[config.mk]
export PLATFORM = sky130hd
export DESIGN_NAME = vend_ctrl
export DESIGN_NICKNAME = d
export VERILOG_FILES = /design/src/rtl/vend_ctrl.sv
export SDC_FILE = /design/constraint.sdc
export NUM_CORES = 1
export LEC_CHECK = 0
export CORE_ASPECT_RATIO = 0.8
export CORE_MARGIN = 1
export CORE_UTILIZATION = 25
export CTS_CLUSTER_DIAMETER = 150
export DETAILED_ROUTE_END_ITERATION = 10
export PLACE_DENSITY = 0.4
export RECOVER_POWER = 100
export SETUP_SLACK_MARGIN = 0.3
export SLEW_MARGIN = 0
export SYNTH_ARGS = -nofsm -noshare
export SYNTH_HDL_FRONTEND = slang
export SYNTH_SLANG_ARGS = --single-unit
[constraint.sdc]
create_clock -name clk -period 6.8 [get_ports clk]
set_clock_uncertainty 0.1 [all_clocks]
set_input_delay 1.02 -clock clk [delete_from_list [all_inputs] [get_ports clk]]
set_output_delay 1.02 -clock clk [all_outputs]
set_load 0.01 [all_outputs]
[src/rtl/vend_ctrl.sv]
// Vending controller: accumulates decoder deposits, vends at a fixed price, and
// returns change or the refund greedily, one coin per cycle, largest coin first.
module vend_ctrl #(
   parameter logic [7:0] PRICE = 8'd65
) (
   input  logic       clk,
   input  logic       rst,
   input  logic [7:0] amount,
   input  logic       invalid,
   input  logic       buy,
   input  logic       cancel,
   output logic [7:0] balance,
   output logic       dispense,
   output logic       change_valid,
   output logic [7:0] change_coin,
   output logic       reject,
   output logic       busy
);

   // state  | meaning
   // IDLE   | no credit, balance == 0
   // CREDIT | credit held, balance > 0
   // VEND   | item released this cycle (one cycle)
   // CHANGE | returning balance one coin per cycle
   typedef enum logic [1:0] {IDLE, CREDIT, VEND, CHANGE} state_t;

   state_t     state, state_nxt;
   logic [7:0] balance_nxt;
   logic       reject_nxt;
   logic [7:0] amount_prev;
   logic       invalid_prev;
   logic       deposit;
   logic       invalid_edge;
   logic [8:0] sum;

   assign deposit      = (amount != 8'd0) && (amount_prev == 8'd0) && !invalid;
   assign invalid_edge = invalid && !invalid_prev;
   assign sum          = {1'b0, balance} + {1'b0, amount};

   assign dispense     = (state == VEND);
   assign change_valid = (state == CHANGE);
   assign busy         = dispense || change_valid;

   always_comb begin
      change_coin = 8'd0;
      if (state == CHANGE) begin
         if      (balance >= 8'd100) change_coin = 8'd100;
         else if (balance >= 8'd50)  change_coin = 8'd50;
         else if (balance >= 8'd20)  change_coin = 8'd20;
         else if (balance >= 8'd10)  change_coin = 8'd10;
         else if (balance >= 8'd5)   change_coin = 8'd5;
         else if (balance >= 8'd1)   change_coin = 8'd1;
      end
   end

   always_comb begin
      state_nxt   = state;
      balance_nxt = balance;
      reject_nxt  = 1'b0;
      case (state)
         IDLE, CREDIT: begin
            reject_nxt = invalid_edge;
            if (cancel && state == CREDIT) begin
               state_nxt  = CHANGE;
               reject_nxt = reject_nxt | deposit;
            end else if (buy && !cancel) begin
               // an accepted or refused buy both swallow a coincident deposit
               if (state == CREDIT && balance >= PRICE) begin
                  balance_nxt = balance - PRICE;
                  state_nxt   = VEND;
                  reject_nxt  = reject_nxt | deposit;
               end else begin
                  reject_nxt = 1'b1;
               end
            end else if (deposit) begin
               if (sum[8]) begin
                  reject_nxt = 1'b1;
               end else begin
                  balance_nxt = sum[7:0];
                  state_nxt   = CREDIT;
               end
            end
         end
         VEND: begin
            reject_nxt = deposit | buy | invalid_edge;
            state_nxt  = (balance != 8'd0) ? CHANGE : IDLE;
         end
         CHANGE: begin
            reject_nxt  = deposit | buy | invalid_edge;
            balance_nxt = balance - change_coin;
            if (balance == change_coin) state_nxt = IDLE;
         end
         default: state_nxt = IDLE;
      endcase
   end

   always_ff @(posedge clk) begin
      if (rst) begin
         state        <= IDLE;
         balance      <= 8'd0;
         reject       <= 1'b0;
         amount_prev  <= 8'd0;
         invalid_prev <= 1'b0;
      end else begin
         state        <= state_nxt;
         balance      <= balance_nxt;
         reject       <= reject_nxt;
         amount_prev  <= amount;
         invalid_prev <= invalid;
      end
   end

endmodule
# Word-level counts from Yosys, hierarchy flattened
# Cells that the tools add are included.
totals:
  output_inout_bits: 20
  in_bits: 13
  ff_bits: 20
  elab_cells: 76
op_classes:
  order_cmp: 7
  eq_ne: 12
  muxes: 27
  bitwise_logic: 3
  add_sub_neg: 3
  reduce_logical: 19
op_table:
  columns: ["op", "count"]
  rows:
  - ["8-bit two-way mux", 5]
  - ["8-bit by 7-bit >= comparator with 1-bit output, second input constant", 2]
  - ["8-bit one-hot mux with 2 select lines", 1]
  - ["8-bit nonzero test", 2]
  - ["2-bit two-way mux", 7]
  - ["7-bit two-way mux", 2]
  - ["4-bit != test, second input constant", 3]
  - ["8-bit by 8-bit adder with 9-bit output", 1]
  - ["3-bit != test, second input constant", 3]
  - ["8-bit equality test", 1]
  - ["8-bit by 1-bit >= comparator with 1-bit output, second input constant", 1]
  - ["8-bit by 3-bit >= comparator with 1-bit output, second input constant", 1]
  - ["8-bit by 4-bit >= comparator with 1-bit output, second input constant", 1]
  - ["8-bit by 5-bit >= comparator with 1-bit output, second input constant", 1]
  - ["8-bit by 6-bit >= comparator with 1-bit output, second input constant", 1]
  - ["8-bit logical NOT", 1]
  - ["8-bit by 7-bit subtractor with 8-bit output, second input constant", 1]
  - ["8-bit subtractor", 1]
  - ["1-bit logical AND", 6]
  - ["1-bit two-way mux", 6]
  - ["6-bit two-way mux", 1]
  - ["2-bit one-hot mux with 3 select lines", 1]
  - ["5-bit two-way mux", 1]
  - ["5-bit AND reduction", 1]
  - ["other kinds (14)", 20]

# Logic depth before layout (Yosys ltp)
logic_depth:
  word_depth: 11
  mapped_depth: 16
  ltp_nobuf: 16

# Worst setup path after synthesis
# No wires, ideal clock.
synth_timing:
  kind: "reg-to-reg"
  startpoint: "register balance[2]"
  endpoint: "register balance[6]"
  setup_ns: 0.116
  n_path_buf: 1
  path_stages_with_launch: 15
  synth_period_minus_slack_ns: 3.588
  slack_ns: 3.212
  t_arrival_ns: 3.371
  t_required_ns: 6.584
  cell_sequence: "dfxtp_1 buf_2 or3_1 a31oi_1 nand2_1 nor4_1 ha_1 inv_1 fa_1 a21o_1 a21oi_1 o21ai_0 xnor2_1 nand2_1 a31o_2"
synth_between:
  elab_chain_cells: 10
  elab_cells_between_ends: 27
  classes_between: "add/sub: 3; order compare: 7; eq/ne: 2; mux: 13; reduce/logical: 2"
synth_rtl:
  columns: ["element", "line", "text"]
  rows:
  - ["start, declared", "12", "output logic [7:0] balance,"]
  - ["start signal, assigned", "106", "balance <= balance_nxt;"]
  - ["8-bit by 1-bit >= comparator with 1-bit output", "52", "else if (balance >= 8'd1) change_coin = 8'd1;"]
  - ["1-bit two-way mux", "52", null]
  - ["3-bit two-way mux", "51", "else if (balance >= 8'd5) change_coin = 8'd5;"]
  - ["4-bit two-way mux", "50", "else if (balance >= 8'd10) change_coin = 8'd10;"]
  - ["5-bit two-way mux", "49", "else if (balance >= 8'd20) change_coin = 8'd20;"]
  - ["6-bit two-way mux", "48", "else if (balance >= 8'd50) change_coin = 8'd50;"]
  - ["7-bit two-way mux (*)", "47", "if (balance >= 8'd100) change_coin = 8'd100;"]
  - ["7-bit two-way mux (*)", "46", "if (state == CHANGE) begin"]
  - ["net change_coin[0]", "15", "output logic [7:0] change_coin,"]
  - ["8-bit subtractor (*)", "90", "balance_nxt = balance - change_coin;"]
  - ["8-bit one-hot mux with 2 select lines (*)", "60", "case (state)"]
# The timed path passes the listed nets; every way through them passes the cells marked *. The select of a mux whose other input is x is not followed.
# A chain may end at the register's enable or synchronous reset.

# Worst setup path after layout
layout_timing:
  startpoint: "register state[1]"
  endpoint: "output port change_coin[0]"
layout_between:
  elab_chain_cells: 2
layout_rtl:
  columns: ["element", "line", "text"]
  rows:
  - ["start, declared", "27", "state_t state, state_nxt;"]
  - ["start signal, assigned", "105", "state <= state_nxt;"]
  - ["2-bit equality test", "46", null]
  - ["7-bit two-way mux", "46", null]
  - ["end, declared", "15", null]
# No other way between the ends.

==> impl.org <==
** GRT
- The number of antenna violations at the first check in global routing is 0.
- Via count of the first global-routing pass :: 1846
- Across every metal layer, demand over resource in global routing totals 16.0%.
- Entering global routing, the biggest net connects 22 pins.
- Remaining Overflow, GRT :: 0
- The first global-routing pass estimated 10200 um of wire.

** CTS
- Clock root cell :: sky130_fd_sc_hd__clkbuf_8
- Total clock buffers created by CTS :: 3
- H-tree level count :: 1
- For this design, the CTS-stage hold fixing added 0 buffers.
- CTS resizes :: 0
- Post-CTS repair timing setup buffer count :: 0
- CTS saw 20 sinks.
- Clock-pin slew was measured on the worst setup and hold paths at 80 ps.
- Clock latency on the worst-skew pair, taken at its later pin, is 260 ps.
- TritonCTS built the clock tree.
- Maximum clock insertion buffer count :: 2

** Logic synthesis
- The number of nets in the synthesized netlist is 296.
- The largest total area in the synthesized netlist belongs to sky130_fd_sc_hd__dfxtp_1.
- Post-Syn Instances :: 263
- Share of flip-flops with an asynchronous set or reset after synthesis :: 0%
- Seq/Total Area, Yosys :: 19.7%
- Averaged over all synthesized cells, the footprint is 7.72 sq um.
- Commonest register cell after synthesis :: sky130_fd_sc_hd__dfxtp_1
- Summed over its instances, the top area cell type makes up 19.7% of the synthesized netlist area.
- Post-synthesis cell type count :: 51
- The synthesized netlist occupies a cell area of 0.00203 sq mm.
- By area the synthesized netlist is led by sky130_fd_sc_hd__dfxtp_1 (20%), sky130_fd_sc_hd__ha_1 (11%), sky130_fd_sc_hd__a21oi_1 (6.4%).
- Count of warnings emitted by yosys :: 0
- Counting flops with a built-in enable in the synthesized netlist gives 0.
- Synthesized flop and latch total :: 20

** Finish
- Final-stage net count :: 318
- Fraction of final layout cells sized beyond drive strength 1 :: 6.36%
- Once layout is complete, the cells apart from fillers number 391.
- The finished cells cover 0.00244 sq mm.
- 0 antenna diodes ended up in the layout.
- Area delta synth->final :: 20.4%

** Detailed routing
- Detailed Route WL :: 6450 um
- Via count normalized by instance count :: 5.07
- The final route contains 1981 vias.
- Dividing the detail-routed wire length by the instance count gives 16.5 um.
- In this run, the number of DRC markers left after iteration 0 of detailed routing was 173.
- DRT antenna net count :: 0
- In the routed design, unresolved DRC markers number 0.
- The first detailed-routing pass took 4 iterations.

** Worst setup path
- Critical Path Fanout Max :: 17
- For the worst setup path, the data arrival time is 2920 ps.
- The worst setup path is of the register to output pin kind.
- On the critical path, the stage with the largest delay is an instance of sky130_fd_sc_hd__dlygate4sd3_1.
- Tracing the worst setup path back leads to its startpoint at state[1]$_SDFFE_PP0P_.
- Endpoint of the lowest-slack register-to-register path :: balance[6]$_SDFFE_PP0P_
- Worst Path Required :: 5680 ps
- R2R depth :: 13
- Type of element capturing the critical path :: output pin
- The worst setup path is launched from a register.
- Walking the worst path, the cells encountered are nand2_1 -> inv_1 -> nand2_1 -> nor4_1 -> dlygate4sd3_1.
- Timing endpoint of the critical path :: change_coin[0]
- Max stage delay on crit path :: 670 ps
- In this run the register-to-register setup slack is 2860 ps.
- The startpoint identified for the worst register-to-register timing path is state[1]$_SDFFE_PP0P_.
- Crit-path most repeated cell :: sky130_fd_sc_hd__nand2_1

** Die
- The die is 82.6 um tall.
- Placement row count :: 29
- DIE AREA :: 0.00849 sq mm
- The initial utilization of the core area, before any placement, comes to 25.7%.
- Placeable core region :: 0.00791 sq mm
- For this design the top-level I/O count stands at 33.
- Die width :: 103 um

** Placed design
- Detailed placement ended at an HPWL of 4940 um.
- The count of buffers added on input and output ports is 31.
- Placement-stage worst setup slack :: 2840 ps
- Placed cell count :: 388
- The congestion estimate from routability-driven global placement came to 0.794.
- Summing all placed instances gives a cell area of 0.00240 sq mm.

** Power and ir drop
- Leakage :: 0.00101 uW
- Power spread over the standard cell area amounts to 249 mW/mm^2.
- VDD sags by at most 83.2 uV.

** Timing
- Fin. Hold Viols :: 0
- Based on the critical path, the design can be clocked at up to 0.248 GHz.
- Final Critical Period :: 4040 ps
- Fraction of the cycle the final worst path needs :: 59.4%
- Adding up every negative setup slack in the final design gives 0 ps.
- Setup violations remaining at the end of the flow were counted as 0.
- In this run the tightest slew margin relative to its limit is 38.3%.
- Across all setup checks in the final design, the least slack found is 2760 ps.
- For the pin with the worst max-slew slack, the measured transition is 922 ps.
- The final count of pins violating max slew came to 0.
- Setup repair after global routing missed its margin :: false

** Status
- The run finished with clean final reports.

** Min path
- Hold WC Path Type :: register to register
- In this run the most critical hold path is launched from invalid_prev$_SDFF_PP0_.

** Run
- Across the run, the number of max-cap violations was 0.
stage by stage:
step | hold slack [ps] | util [%] | power, uW
floorplan | 376 | - | 428
global placement | 450 | 30.4 | 545
detailed placement | 426 | 30.4 | 531
CTS | 439 | 30.9 | 617
global route | 460 | 30.9 | 658
finish | 442 | 30.9 | 610
how the worst min path moves through the flow:
stage,to,slack [ps],depth (start not counted)
detailed placement,reject$_SDFF_PP0_,430,2
finish,reject$_SDFF_PP0_,440,2
global route,reject$_SDFF_PP0_,460,2
global placement,reject$_SDFF_PP0_,450,2
floorplan,reject$_SDFF_PP0_,380,2
CTS,reject$_SDFF_PP0_,440,2
critical path, delay by kind of cell (launching register included):
kind,cells,cell delay (ps)
buf+inv,2,1200
flops,1,530
simple gates,3,930
report_power, final:
| part | leakage [uW] | switching, uW | total, uW | internal [uW] |
|---|---|---|---|---|
| clock network | 0.0000216 | 42.4 | 82.0 | 39.5 |
| logic | 0.000825 | 201 | 356 | 154 |
| registers | 0.000165 | 41.0 | 172 | 131 |
| total | 0.00101 | 285 | 610 | 325 |
state kept, by name (all words and copies together) (netlist names):
register / flops
amount_prev: 8
balance: 8
state: 2
invalid_prev: 1
reject: 1
synth_stat cells (2+ instances only):
cell,count
sky130_fd_sc_hd__a311oi_1,3
sky130_fd_sc_hd__ha_1,18
sky130_fd_sc_hd__o21bai_1,3
sky130_fd_sc_hd__nand2b_1,8
sky130_fd_sc_hd__a21oi_4,2
sky130_fd_sc_hd__a21o_1,4
sky130_fd_sc_hd__o21a_1,4
sky130_fd_sc_hd__nand2_1,21
sky130_fd_sc_hd__nor2b_1,10
sky130_fd_sc_hd__clkbuf_1,6
sky130_fd_sc_hd__a31o_2,2
sky130_fd_sc_hd__inv_1,15
sky130_fd_sc_hd__o31ai_1,3
sky130_fd_sc_hd__nor2_1,23
sky130_fd_sc_hd__a31oi_1,7
sky130_fd_sc_hd__nor3_1,5
sky130_fd_sc_hd__buf_4,2
sky130_fd_sc_hd__or3_1,3
sky130_fd_sc_hd__a211oi_1,6
sky130_fd_sc_hd__o211ai_1,3
sky130_fd_sc_hd__xor2_1,5
sky130_fd_sc_hd__a21oi_1,26
sky130_fd_sc_hd__nor3b_1,2
sky130_fd_sc_hd__xnor2_1,7
sky130_fd_sc_hd__nand3_1,5
sky130_fd_sc_hd__o21ai_0,14
sky130_fd_sc_hd__nand4_1,3
sky130_fd_sc_hd__fa_1,2
sky130_fd_sc_hd__o21ai_1,2
sky130_fd_sc_hd__dfxtp_1,20
sky130_fd_sc_hd__buf_2,6
sky130_fd_sc_hd__nor4_1,4
placed cells by master (no fill, tap or decap), drive strengths merged, types with 2 or more instances in the layout:
cell type,instances
a2111oi,2
a211oi,8
a21o,4
a21oi,28
a311oi,3
a31o,2
a31oi,7
clkbuf,3
clkdlybuf4s50,10
dfxtp,20
dlygate4sd3,21
fa,2
ha,18
inv,15
nand2,21
nand2b,8
nand3,5
nand4,3
nor2,23
nor2b,10
nor3,6
nor3b,2
nor4,5
o211ai,4
o21a,4
o21ai,16
o21bai,3
o31ai,4
or3,3
xnor2,7
xor2,5
final cells by class:
| cell class | count | area [sq um] |
|---|---|---|
| fill | 884 | 5470 |
| multi-input combinational | 213 | 1490 |
| sequential | 20 | 400 |
| timing repair buffer | 32 | 318 |
| tap | 108 | 135 |
| inverter | 15 | 56.3 |
| clock buffer | 3 | 41.3 |
cells by family after synthesis:
group           synth area share [%]
compound gates                  31.7
simple gates                    23.5
buf+inv                         6.65
fa+ha+maj                       13.1
flops                           19.7
xor+xnor                        5.18
other cells                    0.185
per-layer routing:
layer	track usage, %	wire length (um)
met2	23.8	2770
met1	24.3	3280
met4	3.10	0
met5	0	0
met3	1.94	405
Power figures use the tool's default switching activity.
